<file path="config.mk">
export PLATFORM = sky130hd
export DESIGN_NAME = odo_bcd_counter_flat
export DESIGN_NICKNAME = d
export VERILOG_FILES = /design/src/rtl/odo_pkg.sv /design/src/rtl/odo_bcd_counter_if.sv /design/src/rtl/bcd_digit.sv /design/src/rtl/odo_bcd_counter.sv /design/src/flat_wrapper.sv
export SDC_FILE = /design/constraint.sdc
export NUM_CORES = 1
export LEC_CHECK = 0
export CAP_MARGIN = 20
export CORE_ASPECT_RATIO = 2
export CORE_MARGIN = 4
export CORE_UTILIZATION = 42
export CTS_CLUSTER_SIZE = 24
export DETAILED_ROUTE_END_ITERATION = 8
export PLACE_DENSITY = 0.65
export SLEW_MARGIN = 20
export SYNTH_ARGS = -nofsm -noshare
export SYNTH_HDL_FRONTEND = slang
export SYNTH_SLANG_ARGS = --single-unit
</file>
<file path="constraint.sdc">
create_clock -name clk_25MHz -period 1.55 [get_ports clk_25MHz]
set_input_delay 0.3875 -clock clk_25MHz [delete_from_list [all_inputs] [get_ports clk_25MHz]]
set_output_delay 0.3875 -clock clk_25MHz [all_outputs]
set_load 0.005 [all_outputs]
</file>
<file path="src/rtl/odo_pkg.sv">
// Shared constants for the odometer trip counter: gear select encodings,
// gear FSM state encodings and the BCD digit limit.
package odo_pkg;

  localparam logic [1:0] GEAR_D = 2'b10;  // forward
  localparam logic [1:0] GEAR_R = 2'b01;  // reverse
  localparam logic [1:0] GEAR_P = 2'b00;  // park (2'b11 also parks)

  localparam logic [3:0] BCD_MAX    = 4'd9;
  localparam int         NUM_DIGITS = 3;

  typedef enum logic [1:0] {
    ST_PARK = 2'd0,
    ST_FWD  = 2'd1,
    ST_REV  = 2'd2
  } gear_e;

endpackage

</file>
<file path="src/rtl/odo_bcd_counter_if.sv">
// Signal bundle between the odometer core and its environment.
// master = stimulus/host side, slave = odometer core.
interface odo_bcd_counter_if;
  logic       wheel_pulse;
  logic [1:0] drive;
  logic       frame_tick;
  logic       clear;
  logic [3:0] a;
  logic [3:0] b;
  logic [3:0] c;
  logic       ovf;

  modport master (output wheel_pulse, drive, frame_tick, clear,
                  input  a, b, c, ovf);
  modport slave  (input  wheel_pulse, drive, frame_tick, clear,
                  output a, b, c, ovf);
endinterface

</file>
<file path="src/rtl/bcd_digit.sv">
// One mod-10 up/down BCD digit. Steps when en_i and cin_i are both high;
// cout_o ripples combinationally so a whole chain settles in one cycle.
module bcd_digit
  import odo_pkg::*;
(
  input  logic       clk_i,
  input  logic       rst_n_i,
  input  logic       clr_i,
  input  logic       en_i,
  input  logic       up_i,
  input  logic       cin_i,
  output logic [3:0] q_o,
  output logic       cout_o
);

  logic [3:0] q_q, q_d;

  // next digit value: clear wins, otherwise wrap 9->0 up and 0->9 down
  always_comb begin
    q_d = q_q;
    if (clr_i) begin
      q_d = 4'd0;
    end else if (en_i && cin_i) begin
      if (up_i) q_d = (q_q == BCD_MAX) ? 4'd0 : q_q + 4'd1;
      else      q_d = (q_q == 4'd0) ? BCD_MAX : q_q - 4'd1;
    end
  end

  // digit register
  always_ff @(posedge clk_i) begin
    if (!rst_n_i) q_q <= 4'd0;
    else          q_q <= q_d;
  end

  // carry (up) or borrow (down) out; independent of en_i so the chain
  // tail can be used as the "at limit" indicator without a loop
  assign cout_o = cin_i & (up_i ? (q_q == BCD_MAX) : (q_q == 4'd0));
  assign q_o    = q_q;

endmodule

</file>
<file path="src/rtl/odo_bcd_counter.sv">
// Odometer trip counter: synchronised wheel pulse edges step a 3-digit
// BCD count up in D, down in R, ignored in P. Display digits are copied
// only on frame_tick so the readout never tears mid-frame.
// Build option: ODO_SATURATE_EN -- hold at 999 on forward overflow
// instead of wrapping to 000.
module odo_bcd_counter
  import odo_pkg::*;
(
  input  logic              clk_25MHz,
  input  logic              rst_n,
  odo_bcd_counter_if.slave  odo
);

  // [0] sync stage 1, [1] sync stage 2, [2] edge history
  logic [2:0] pulse_pipe_q;
  logic       tick;

  gear_e state_q, state_d;

  logic [NUM_DIGITS-1:0][3:0] dig;
  logic [NUM_DIGITS:0]        chain;
  logic [NUM_DIGITS-1:0][3:0] disp_q;
  logic                       ovf_q, ovf_d;
  logic                       fwd_tick, rev_tick, limit, block, step_en;

  // wheel pulse synchroniser plus history flop
  always_ff @(posedge clk_25MHz) begin
    if (!rst_n) pulse_pipe_q <= '0;
    else        pulse_pipe_q <= {pulse_pipe_q[1:0], odo.wheel_pulse};
  end

  assign tick = pulse_pipe_q[1] & ~pulse_pipe_q[2];

  // gear state register
  always_ff @(posedge clk_25MHz) begin
    if (!rst_n) state_q <= ST_PARK;
    else        state_q <= state_d;
  end

  // gear next state: a direct D<->R request falls to PARK first, and PARK
  // then picks up the new gear on the following cycle
  always_comb begin
    state_d = state_q;
    unique case (state_q)
      ST_PARK: begin
        if      (odo.drive == GEAR_D) state_d = ST_FWD;
        else if (odo.drive == GEAR_R) state_d = ST_REV;
      end
      ST_FWD:  if (odo.drive != GEAR_D) state_d = ST_PARK;
      ST_REV:  if (odo.drive != GEAR_R) state_d = ST_PARK;
      default: state_d = ST_PARK;
    endcase
  end

  assign fwd_tick = tick & (state_q == ST_FWD);
  assign rev_tick = tick & (state_q == ST_REV);

  // chain tail high means every digit sits at 9 (up) or 0 (down)
  assign chain[0] = 1'b1;
  assign limit    = (fwd_tick | rev_tick) & chain[NUM_DIGITS];

`ifdef ODO_SATURATE_EN
  assign block = limit;
`else
  assign block = rev_tick & chain[NUM_DIGITS];
`endif

  assign step_en = (fwd_tick | rev_tick) & ~block;

  genvar g;
  generate
    for (g = 0; g < NUM_DIGITS; g++) begin : g_dig
      bcd_digit u_dig (
        .clk_i   (clk_25MHz),
        .rst_n_i (rst_n),
        .clr_i   (odo.clear),
        .en_i    (step_en),
        .up_i    (state_q == ST_FWD),
        .cin_i   (chain[g]),
        .q_o     (dig[g]),
        .cout_o  (chain[g+1])
      );
    end
  endgenerate

  // sticky limit flag; trip clear drops it
  always_comb begin
    ovf_d = ovf_q;
    if (odo.clear)  ovf_d = 1'b0;
    else if (limit) ovf_d = 1'b1;
  end

  // flag and display registers; display takes the pre-update count
  always_ff @(posedge clk_25MHz) begin
    if (!rst_n) begin
      ovf_q  <= 1'b0;
      disp_q <= '0;
    end else begin
      ovf_q <= ovf_d;
      if (odo.frame_tick) disp_q <= dig;
    end
  end

  assign odo.a   = disp_q[2];
  assign odo.b   = disp_q[1];
  assign odo.c   = disp_q[0];
  assign odo.ovf = ovf_q;

endmodule

</file>
<file path="src/flat_wrapper.sv">
// flat-port wrapper written by rule: the top's interface ports become plain ports
module odo_bcd_counter_flat import odo_pkg::*;
  (clk_25MHz, rst_n, odo_wheel_pulse, odo_drive, odo_frame_tick, odo_clear, odo_a, odo_b, odo_c, odo_ovf);
  odo_bcd_counter_if odo_i ();
  input  logic clk_25MHz;
  input  logic rst_n;
  input wire logic [$bits(odo_i.wheel_pulse)-1:0] odo_wheel_pulse;
  input wire logic [$bits(odo_i.drive)-1:0] odo_drive;
  input wire logic [$bits(odo_i.frame_tick)-1:0] odo_frame_tick;
  input wire logic [$bits(odo_i.clear)-1:0] odo_clear;
  output wire logic [$bits(odo_i.a)-1:0] odo_a;
  output wire logic [$bits(odo_i.b)-1:0] odo_b;
  output wire logic [$bits(odo_i.c)-1:0] odo_c;
  output wire logic [$bits(odo_i.ovf)-1:0] odo_ovf;
  assign odo_i.wheel_pulse = odo_wheel_pulse;
  assign odo_i.drive = odo_drive;
  assign odo_i.frame_tick = odo_frame_tick;
  assign odo_i.clear = odo_clear;
  assign odo_a = odo_i.a;
  assign odo_b = odo_i.b;
  assign odo_c = odo_i.c;
  assign odo_ovf = odo_i.ovf;
  odo_bcd_counter u_core (.clk_25MHz(clk_25MHz), .rst_n(rst_n), .odo(odo_i));
endmodule
</file>
Word level (Yosys, flattened, before mapping)
Cells that the tools add are included.
{"block": "totals", "ff_bits": 30, "inputBits": 7, "out_inout_bits": 13, "word_cells": 64}
{"block": "classes", "addsub": 6, "eq_ne": 12, "n_mux": 17, "bitwise": 12, "n_reduce_logical": 8}
{"cell": "two-way mux 4 bit", "n": 9}
{"cell": "adder 4 x 1 -> 4 bit (second input constant)", "n": 3}
{"cell": "equality test 4 bit (second input constant)", "n": 3}
{"cell": "zero test 4 bit", "n": 3}
{"cell": "subtractor 4 x 1 -> 4 bit (second input constant)", "n": 3}
{"cell": "bitwise AND 1 bit", "n": 8}
{"cell": "two-way mux 2 bit", "n": 4}
{"cell": "inequality test 2 x 1 -> 1 bit (second input constant)", "n": 3}
{"cell": "one-hot mux 2 bit (3 select lines)", "n": 1}
{"cell": "equality test 2 x 1 -> 1 bit (second input constant)", "n": 2}
{"cell": "equality test 2 bit (second input constant)", "n": 2}
{"cell": "two-way mux 1 bit", "n": 3}
{"cell": "inequality test 3 x 1 -> 1 bit (second input constant)", "n": 1}
{"cell": "NOT 1 bit", "n": 3}
{"cell": "AND reduction 3 bit", "n": 1}
{"cell": "logical AND 1 bit", "n": 2}
{"cell": "zero test 2 bit", "n": 1}
{"cell": "inequality test 2 bit (second input constant)", "n": 1}
{"cell": "OR reduction 2 bit", "n": 1}
{"cell": "OR 1 bit", "n": 1}

Depth between registers and ports, before layout
Gate-level depths: netlist of run 1.
{"block": "logic_depth", "ltp_word": 8, "depth_mapped": 7, "depth_no_buf": 5}

Modules after synthesis
A second synthesis of run 1 with hierarchy kept.
{"block": "unflattened", "cells_unflattened": 204, "area_unflattened_um2": 1804.2}
{"module": "bcd_digit", "n_inst": 3, "cells_per_inst": 45, "area_each_um2": 354.1, "seq_area_each_um2": 80.1}
{"module": "odo_bcd_counter", "n_inst": 1, "cells_per_inst": 69, "area_each_um2": 742.0, "seq_area_each_um2": 360.3}

Worst setup path after synthesis of run 1
OpenSTA, ideal clock, no wires.
{"block": "synth_timing", "kind": "reg2reg", "start": "register u_core.state_q[1]", "end": "register u_core.g_dig[2].u_dig.q_q[0]", "setup_time_ns": 0.070, "arrival_ns": 1.600, "required_time_ns": 1.480, "path_slack_ns": -0.120, "stages_incl_launch_ff": 7, "n_path_buf": 1, "period_less_slack_ns": 1.670, "path_cell_list": "dfxtp_1 xor2_1 nand4b_1 or2_1 clkbuf_2 or4_1 a21oi_1"}
{"block": "synth_via", "elab_chain_cells": 8, "elab_cells_between_ends": 15, "cone_classes": "eq/ne: 2; mux: 4; bitwise: 8; reduce/logical: 1"}
{"element": "from (decl)", "line_no": "odo_bcd_counter.sv:18", "rtl": "gear_e state_q, state_d;"}
{"element": "from (signal assigned)", "line_no": "odo_bcd_counter.sv:37", "rtl": "else state_q <= state_d;"}
{"element": "equality test 2 x 1 -> 1 bit", "line_no": "odo_bcd_counter.sv:55, odo_bcd_counter.sv:78"}
{"element": "two-way mux 1 bit", "line_no": "bcd_digit.sv:37", "rtl": "assign cout_o = cin_i & (up_i ? (q_q == BCD_MAX) : (q_q == 4'd0));"}
{"element": "bitwise AND 1 bit (2 in a row)", "line_no": "bcd_digit.sv:37"}
{"element": "bitwise AND 1 bit", "line_no": "odo_bcd_counter.sv:65", "rtl": "assign block = rev_tick & chain[NUM_DIGITS];"}
{"element": "NOT 1 bit", "line_no": "odo_bcd_counter.sv:68", "rtl": "assign step_en = (fwd_tick | rev_tick) & ~block;"}
{"element": "bitwise AND 1 bit", "line_no": "odo_bcd_counter.sv:68"}
{"element": "logical AND 1 bit", "line_no": "bcd_digit.sv:23", "rtl": "end else if (en_i && cin_i) begin"}
{"element": "to (signal assigned)", "line_no": "bcd_digit.sv:32", "rtl": "else q_q <= q_d;"}
{"element": "to (decl)", "line_no": "bcd_digit.sv:16", "rtl": "logic [3:0] q_q, q_d;"}
Several ways; a longest one is shown, not always the timed one.
A chain may end at the register's enable or synchronous reset.

Final worst setup path of run 1
{"block": "layout_timing", "start": "register u_core.state_q[0]", "end": "register u_core.g_dig[2].u_dig.q_q[0]"}
Same word-level chain as after synthesis.

==> flow_summary_export.csv, run 1 <==
group,metric,value,unit
cts,cts.clk_slew.worst_paths,70,ps
worst_setup_path,required,1770,ps
yosys,synthTopCellsByCount,"dfxtp_1, o21ai_0, nand2_1, nor2b_1, mux2i_1",
floorplanning,num_rows,32,
cells_and_area,diodes,0,
yosys,async_flop_share,0,%
sta,worst_clock_skew,2.72,ps
place,place_hpwl,3230,µm
power,p_total,1600,µW
global_routing,grt_pass1_wl,7460,µm
sta,period_minus_slack,1660,ps
yosys,synth_seq_area_share,36.3,%
global_routing,grtUsageTotal,19.1,%
floorplanning,die_y,96.8,µm
worst_setup_path,start_kind,"flop",
power,p_leak,0.000975,µW
yosys,yosys.area.top_type,"dfxtp_1",
sta,fmax,602,MHz
global_routing,grt_max_degree,14,
routing,avgRoutedWirePerCell,14.9,µm
global_routing,antenna_found_initial,0,
min_path,whs_path_depth,1,
yosys,syn_inst,203,
yosys,ys.flop_type,"dfxtp_1",
yosys,ys_types,47,
worst_setup_path,r2r-start,"u_core.state_q[0]",
yosys,synth_area_per_cell,8.16,µm²
cts,cts.sinks,30,
routing,routed_wl,4500,µm
yosys,syn_area,1660,µm²
place,place_congestion,0.869,
floorplanning,coreArea,3840,µm²
run,cap_viol_max_count,0,
cts,htreeDepth,2,
status,violations,"negative setup slack",
worst_setup_path,r2r_cells,5,
min_path,hold_end,"u_core.pulse_pipe_q[1]",
place,dp.cells,289,
routing,ant_nets,0,
cts,hold_buffers,0,
sta,maxSlewViolCount,0,
global_routing,grt_pass1_vias,1596,
routing,vias_per_cell,5.46,
global_routing,gr-total-overflow,0,
yosys,yosysWarnings,0,
cts,cts_buffers,5,
yosys,synth.most_common_cell,"dfxtp_1",
worst_setup_path,path_class,"flop to flop",
sta,maxSlewHeadroom,72.8,%
power,cellPowerDensity,670,nW/µm²
sta,hold_viol_final,0,
cts,cts_tree,"built",
worst_setup_path,timing.rr.end,"u_core.g_dig[2].u_dig.q_o[0]",
sta,rsz0062_at_grt,"yes",
worst_setup_path,critPathMaxStageDelay,480,ps
cts,clock_latency,280,ps
worst_setup_path,critical_path.cell_chain,"or2b_4, mux2i_4, nand2_2, or4_1, a21oi_1",
sta,worst_slack,-112,ps
cells_and_area,final_cells,301,
yosys,syn_nets,210,
cells_and_area,drive_above_1_share,29.6,%
sta,fin_crit_sh,107,%
cts,clock_path_buffers,2,
routing,drc,0,
place,port_buffers,19,
floorplanning,io_pins,20,
min_path,hp-class,"flop to flop",
worst_setup_path,critPathMaxFanout,6,
cells_and_area,nets,256,
yosys,synth_seq_cells,30,
status,outcome,"complete, but fails checks",
floorplanning,dieArea,5070,µm²
routing,dr.pass1.iters,4,
sta,tightest_slew,398,ps
min_path,min_from,"u_core.pulse_pipe_q[0]",
cts,cts_root_buf,"clkbuf_8",
cells_and_area,fin_util,62.0,%
cells_and_area,fillers,351,
sta,setup_viol,8,
floorplanning,die_x,52.4,µm
yosys,synth_top_area_share,36.3,%
worst_setup_path,crit_path_end_kind,"flop",
worst_setup_path,reg2reg_slack,-110,ps
cells_and_area,syn_to_final_growth,44.0,%
yosys,synth-edff-count,0,
power,ir_drop,0.794,mV
yosys,synth_area_leaders,"dfxtp_1, mux2i_1, nor2b_1",
floorplanning,initial_core_util,43.1,%
worst_setup_path,critical_path.slowest_cell,"or4_1",
routing,drtIter0Drc,46,
worst_setup_path,arrival,1880,ps
routing,num_vias,1643,
through the flow:
step | cell area, µm² | TNS (ps) | setup slack, ps | hold WS [ps]
after floorplan | 1680 | -168 | -69.4 | 412
after global placement | 2110 | -1240 | -172 | 422
final | 2380 | -427 | -112 | 440
after global routing | 2380 | -1390 | -189 | 474
after CTS | 2250 | -775 | -120 | 444
after detailed placement | 2110 | -1470 | -176 | 425
cells by family after synthesis:
logic type / Yosys count / synth area share [%]
simple gates: 87 / 29.2
compound gates: 45 / 17.1
xor+xnor: 3 / 1.59
flops: 30 / 36.3
buf+inv: 23 / 5.97
mux: 15 / 9.82
flip-flops by register name, summed over array words and instances (netlist names):
name / flops
u_core.g_dig.u_dig.q_o: 12
u_core.odo.a: 4
u_core.odo.b: 4
u_core.odo.c: 4
u_core.odo.ovf: 1
u_core.pulse_pipe_q: 3
u_core.state_q: 2
critical path, delay by kind of cell (launching register included):
family / cells / cell delay (ps)
DFF: 1 / 370
and+or+nand+nor: 3 / 900
muxes: 1 / 200
AOI/OAI and AO/OA: 1 / 120
where the power goes:
group / internal (µW) / switching, µW / leakage, µW
sequential: 775 / 5.03 / 0.000245
combinational: 81.2 / 70.0 / 0.000681
clock: 358 / 309 / 0.0000482
worst max path at each step:
stage | start | endpoint | slack [ps] | depth (start not counted)
after floorplan | u_core.g_dig[0].u_dig.q_o[0] | u_core.g_dig[2].u_dig.q_o[0] | -70 | 7
after global placement | u_core.state_q[0] | u_core.g_dig[1].u_dig.q_o[1] | -170 | 5
after detailed placement | u_core.state_q[0] | u_core.g_dig[2].u_dig.q_o[2] | -180 | 5
after CTS | u_core.state_q[1] | u_core.g_dig[2].u_dig.q_o[0] | -120 | 5
after global routing | u_core.state_q[0] | u_core.g_dig[2].u_dig.q_o[0] | -190 | 5
final | u_core.state_q[0] | u_core.g_dig[2].u_dig.q_o[0] | -110 | 5
layout by cell type (no fill, tap or decap), types with 2 or more instances in the layout:
cell type and n:
a211oi_1 3, a21oi_1 7, and2_1 4, and3_1 3, buf_4 36, clkbuf_8 6
clkdlybuf4s50_1 15, dfxtp_1 25, dfxtp_2 3, dfxtp_4 2, dlymetal6s2s_1 4, inv_1 6
mux2i_1 14, nand2_1 14, nand2b_1 3, nand3_1 5, nand4b_1 3, nor2_1 12
nor2b_1 14, nor3_1 5, nor3_2 2, nor4_1 3, nor4_4 4, o21ai_0 15
o22ai_1 2, or2_2 2, xnor2_1 2
area by class of cell:
class | count | area, µm² | area share (%)
Timing Repair Buffer | 56 | 490 | 20.6
Multi-Input combinational cell | 150 | 1100 | 46.3
Clock inverter | 1 | 5.00 | 0.210
Sequential cell | 30 | 612 | 25.7
Clock buffer | 7 | 86.3 | 3.62
Inverter | 6 | 22.5 | 0.944
Tap cell | 51 | 63.8 | 2.68
repair_timing:
| action | CTS | global route |
|---|---|---|
| gates cloned | 0 | 0 |
| setup buffers | 2 | 2 |
| gates resized for setup | 8 | 25 |
| pin swaps | 4 | 3 |
| setup endpoints to repair | 13 | 18 |
routing by layer:
layer | share of wire [%] | vias up | global-route usage, %
met1 | 38 | 755 | 21.5
met4 | 2.9 | 0 | 9.65
li1 | - | 822 | -
met2 | 55 | 53 | 32.0
met3 | 4.0 | 13 | 4.47
met5 | 0 | - | 0
No activity file was read; power rests on OpenSTA's default activity.
==> inputs of run 2 (changes only) <==
DONT_BUFFER_PORTS = 1   (was default)
PLACE_DENSITY = default   (was 0.65)
SETUP_SLACK_MARGIN = 0.02   (was default)
==> flow_summary_export.csv, run 2 (synthesized netlist as in run 1, its figures left out) <==
group,metric,value,unit
status,outcome,"complete, but fails checks",
status,violations,"negative setup slack",
global_routing,use_met1,21.0,%
routing,avgRoutedWirePerCell,16.0,µm
cells_and_area,syn_to_final_growth,28.7,%
cells_and_area,diodes,0,
cells_and_area,final_cell_mix,"buf_4, dfxtp_1, mux2i_1, nor2b_1, nand2_1",
place,place_hpwl,3270,µm
min_path,hp-class,"primary input to flop",
global_routing,busiest_layer,"met2",
cts,cts_tree,"built",
sta,maxSlewViolCount,0,
place,port_buffers,0,
global_routing,use_met2,30.4,%
floorplanning,num_rows,32,
routing,routed_wl,4420,µm
routing,ant_nets,0,
cells_and_area,final_common_cell,"buf_4",
sta,fin_tns_setup,-479,ps
global_routing,grtUsageTotal,18.8,%
cts,cts_buffers,5,
cells_and_area,fillers,368,
run,cap_viol_max_count,0,
worst_setup_path,critPathMaxFanout,5,
worst_setup_path,crit_path_end_kind,"flop",
routing,vias_per_cell,5.71,
worst_setup_path,path_class,"flop to flop",
floorplanning,dieArea,5070,µm²
floorplanning,die_y,96.8,µm
global_routing,grt_use_met3,4.78,%
routing,num_vias,1575,
cells_and_area,largest_register_ffs,12,
sta,fin_crit_sh,105,%
global_routing,grt_pass1_wl,7390,µm
worst_setup_path,start_kind,"flop",
cells_and_area,nets,231,
worst_setup_path,timing.rr.end,"u_core.g_dig[2].u_dig.q_o[0]",
floorplanning,die_x,52.4,µm
cts,cts_root_buf,"clkbuf_8",
cts,htreeDepth,2,
floorplanning,coreArea,3840,µm²
cts,cts.clk_slew.worst_paths,70,ps
cells_and_area,fin_util,55.5,%
worst_setup_path,r2r-start,"u_core.state_q[0]",
global_routing,grt_max_degree,20,
worst_setup_path,arrival,1840,ps
routing,dr.pass1.iters,4,
global_routing,gr-total-overflow,0,
sta,worst_slack,-75.1,ps
sta,period_minus_slack,1630,ps
sta,hold_viol_final,0,
worst_setup_path,cp-startpoint,"u_core.state_q[0]",
place,place_ws,-197,ps
sta,setup_viol,13,
sta,worst_clock_skew,3.43,ps
cts,clock_latency,280,ps
place,place_congestion,0.879,
cts,clock_path_buffers,2,
routing,drc,0,
floorplanning,initial_core_util,43.1,%
min_path,whs_path_depth,1,
worst_setup_path,required,1770,ps
worst_setup_path,reg2reg_slack,-80,ps
worst_setup_path,critPathCapture,"u_core.g_dig[2].u_dig.q_o[0]",
sta,maxSlewHeadroom,71.6,%
sta,fmax,615,MHz
cells_and_area,drive_above_1_share,29.8,%
global_routing,grt_pass1_vias,1616,
floorplanning,io_pins,20,
power,p_leak,0.000773,µW
global_routing,antenna_found_initial,0,
cts,cts.sinks,30,
sta,rsz0062_at_grt,"yes",
routing,drtIter0Drc,49,
power,cellPowerDensity,710,nW/µm²
worst_setup_path,r2r_cells,5,
power,ir_drop,0.538,mV
sta,tightest_slew,423,ps
run 2: timing repair:
action	in CTS	in global routing
buffers inserted	2	0
gates resized for setup	18	12
setup endpoints to repair	13	13
pin swaps	5	2
cloned	0	0
hold buffers	0	0
run 2: layer usage:
layer  vias up  wire length, µm
met2        57             2320
met4         0              170
met5         -                0
met3        16              267
li1        766                -
met1       736             1660
run 2: worst min-delay path by stage:
stage | start | endpoint | slack (ps)
4_1_cts | odo_drive[0] | u_core.state_q[0] | 150
6_report | odo_drive[0] | u_core.state_q[0] | 160
3_3_place_gp | u_core.pulse_pipe_q[0] | u_core.pulse_pipe_q[1] | 430
2_1_floorplan | u_core.pulse_pipe_q[0] | u_core.pulse_pipe_q[1] | 410
3_5_place_dp | u_core.pulse_pipe_q[0] | u_core.pulse_pipe_q[1] | 430
5_1_grt | odo_drive[0] | u_core.state_q[0] | 160
run 2: worst max-delay path: stages (launching register included):
cell and delay [ps]:
dfxtp_4 380, or2b_4 300, mux2i_4 190, nand2_2 100
or4_4 490, a21oi_2 110
run 2: cell type report:
cell class / count / area (µm²) / share of cell area [%]
inverter: 6 / 22.5 / 1.06
timing repair buffer: 31 / 236 / 11.1
sequential: 30 / 608 / 28.5
tap: 51 / 63.8 / 2.99
multi-input combinational: 150 / 1110 / 52.1
clock inverter: 3 / 21.3 / 0.998
clock buffer: 5 / 68.8 / 3.23
run 2: where the power goes:
group | switching (µW) | total [µW] | internal [µW]
Sequential | 5.21 | 780 | 775
Combinational | 53.6 | 107 | 53.4
Clock | 311 | 626 | 314
Total | 370 | 1510 | 1140
run 2: metrics by stage:
| stage | std cells | hold WS, ps | instance area (µm²) | power (µW) |
|---|---|---|---|---|
| after floorplan | 203 | 412 | 1680 | 869 |
| after global placement | 266 | 425 | 1880 | 886 |
| after detailed placement | 266 | 429 | 1880 | 888 |
| after CTS | 276 | 153 | 2080 | 1540 |
| after global routing | 276 | 158 | 2130 | 1580 |
| final | 276 | 165 | 2130 | 1510 |
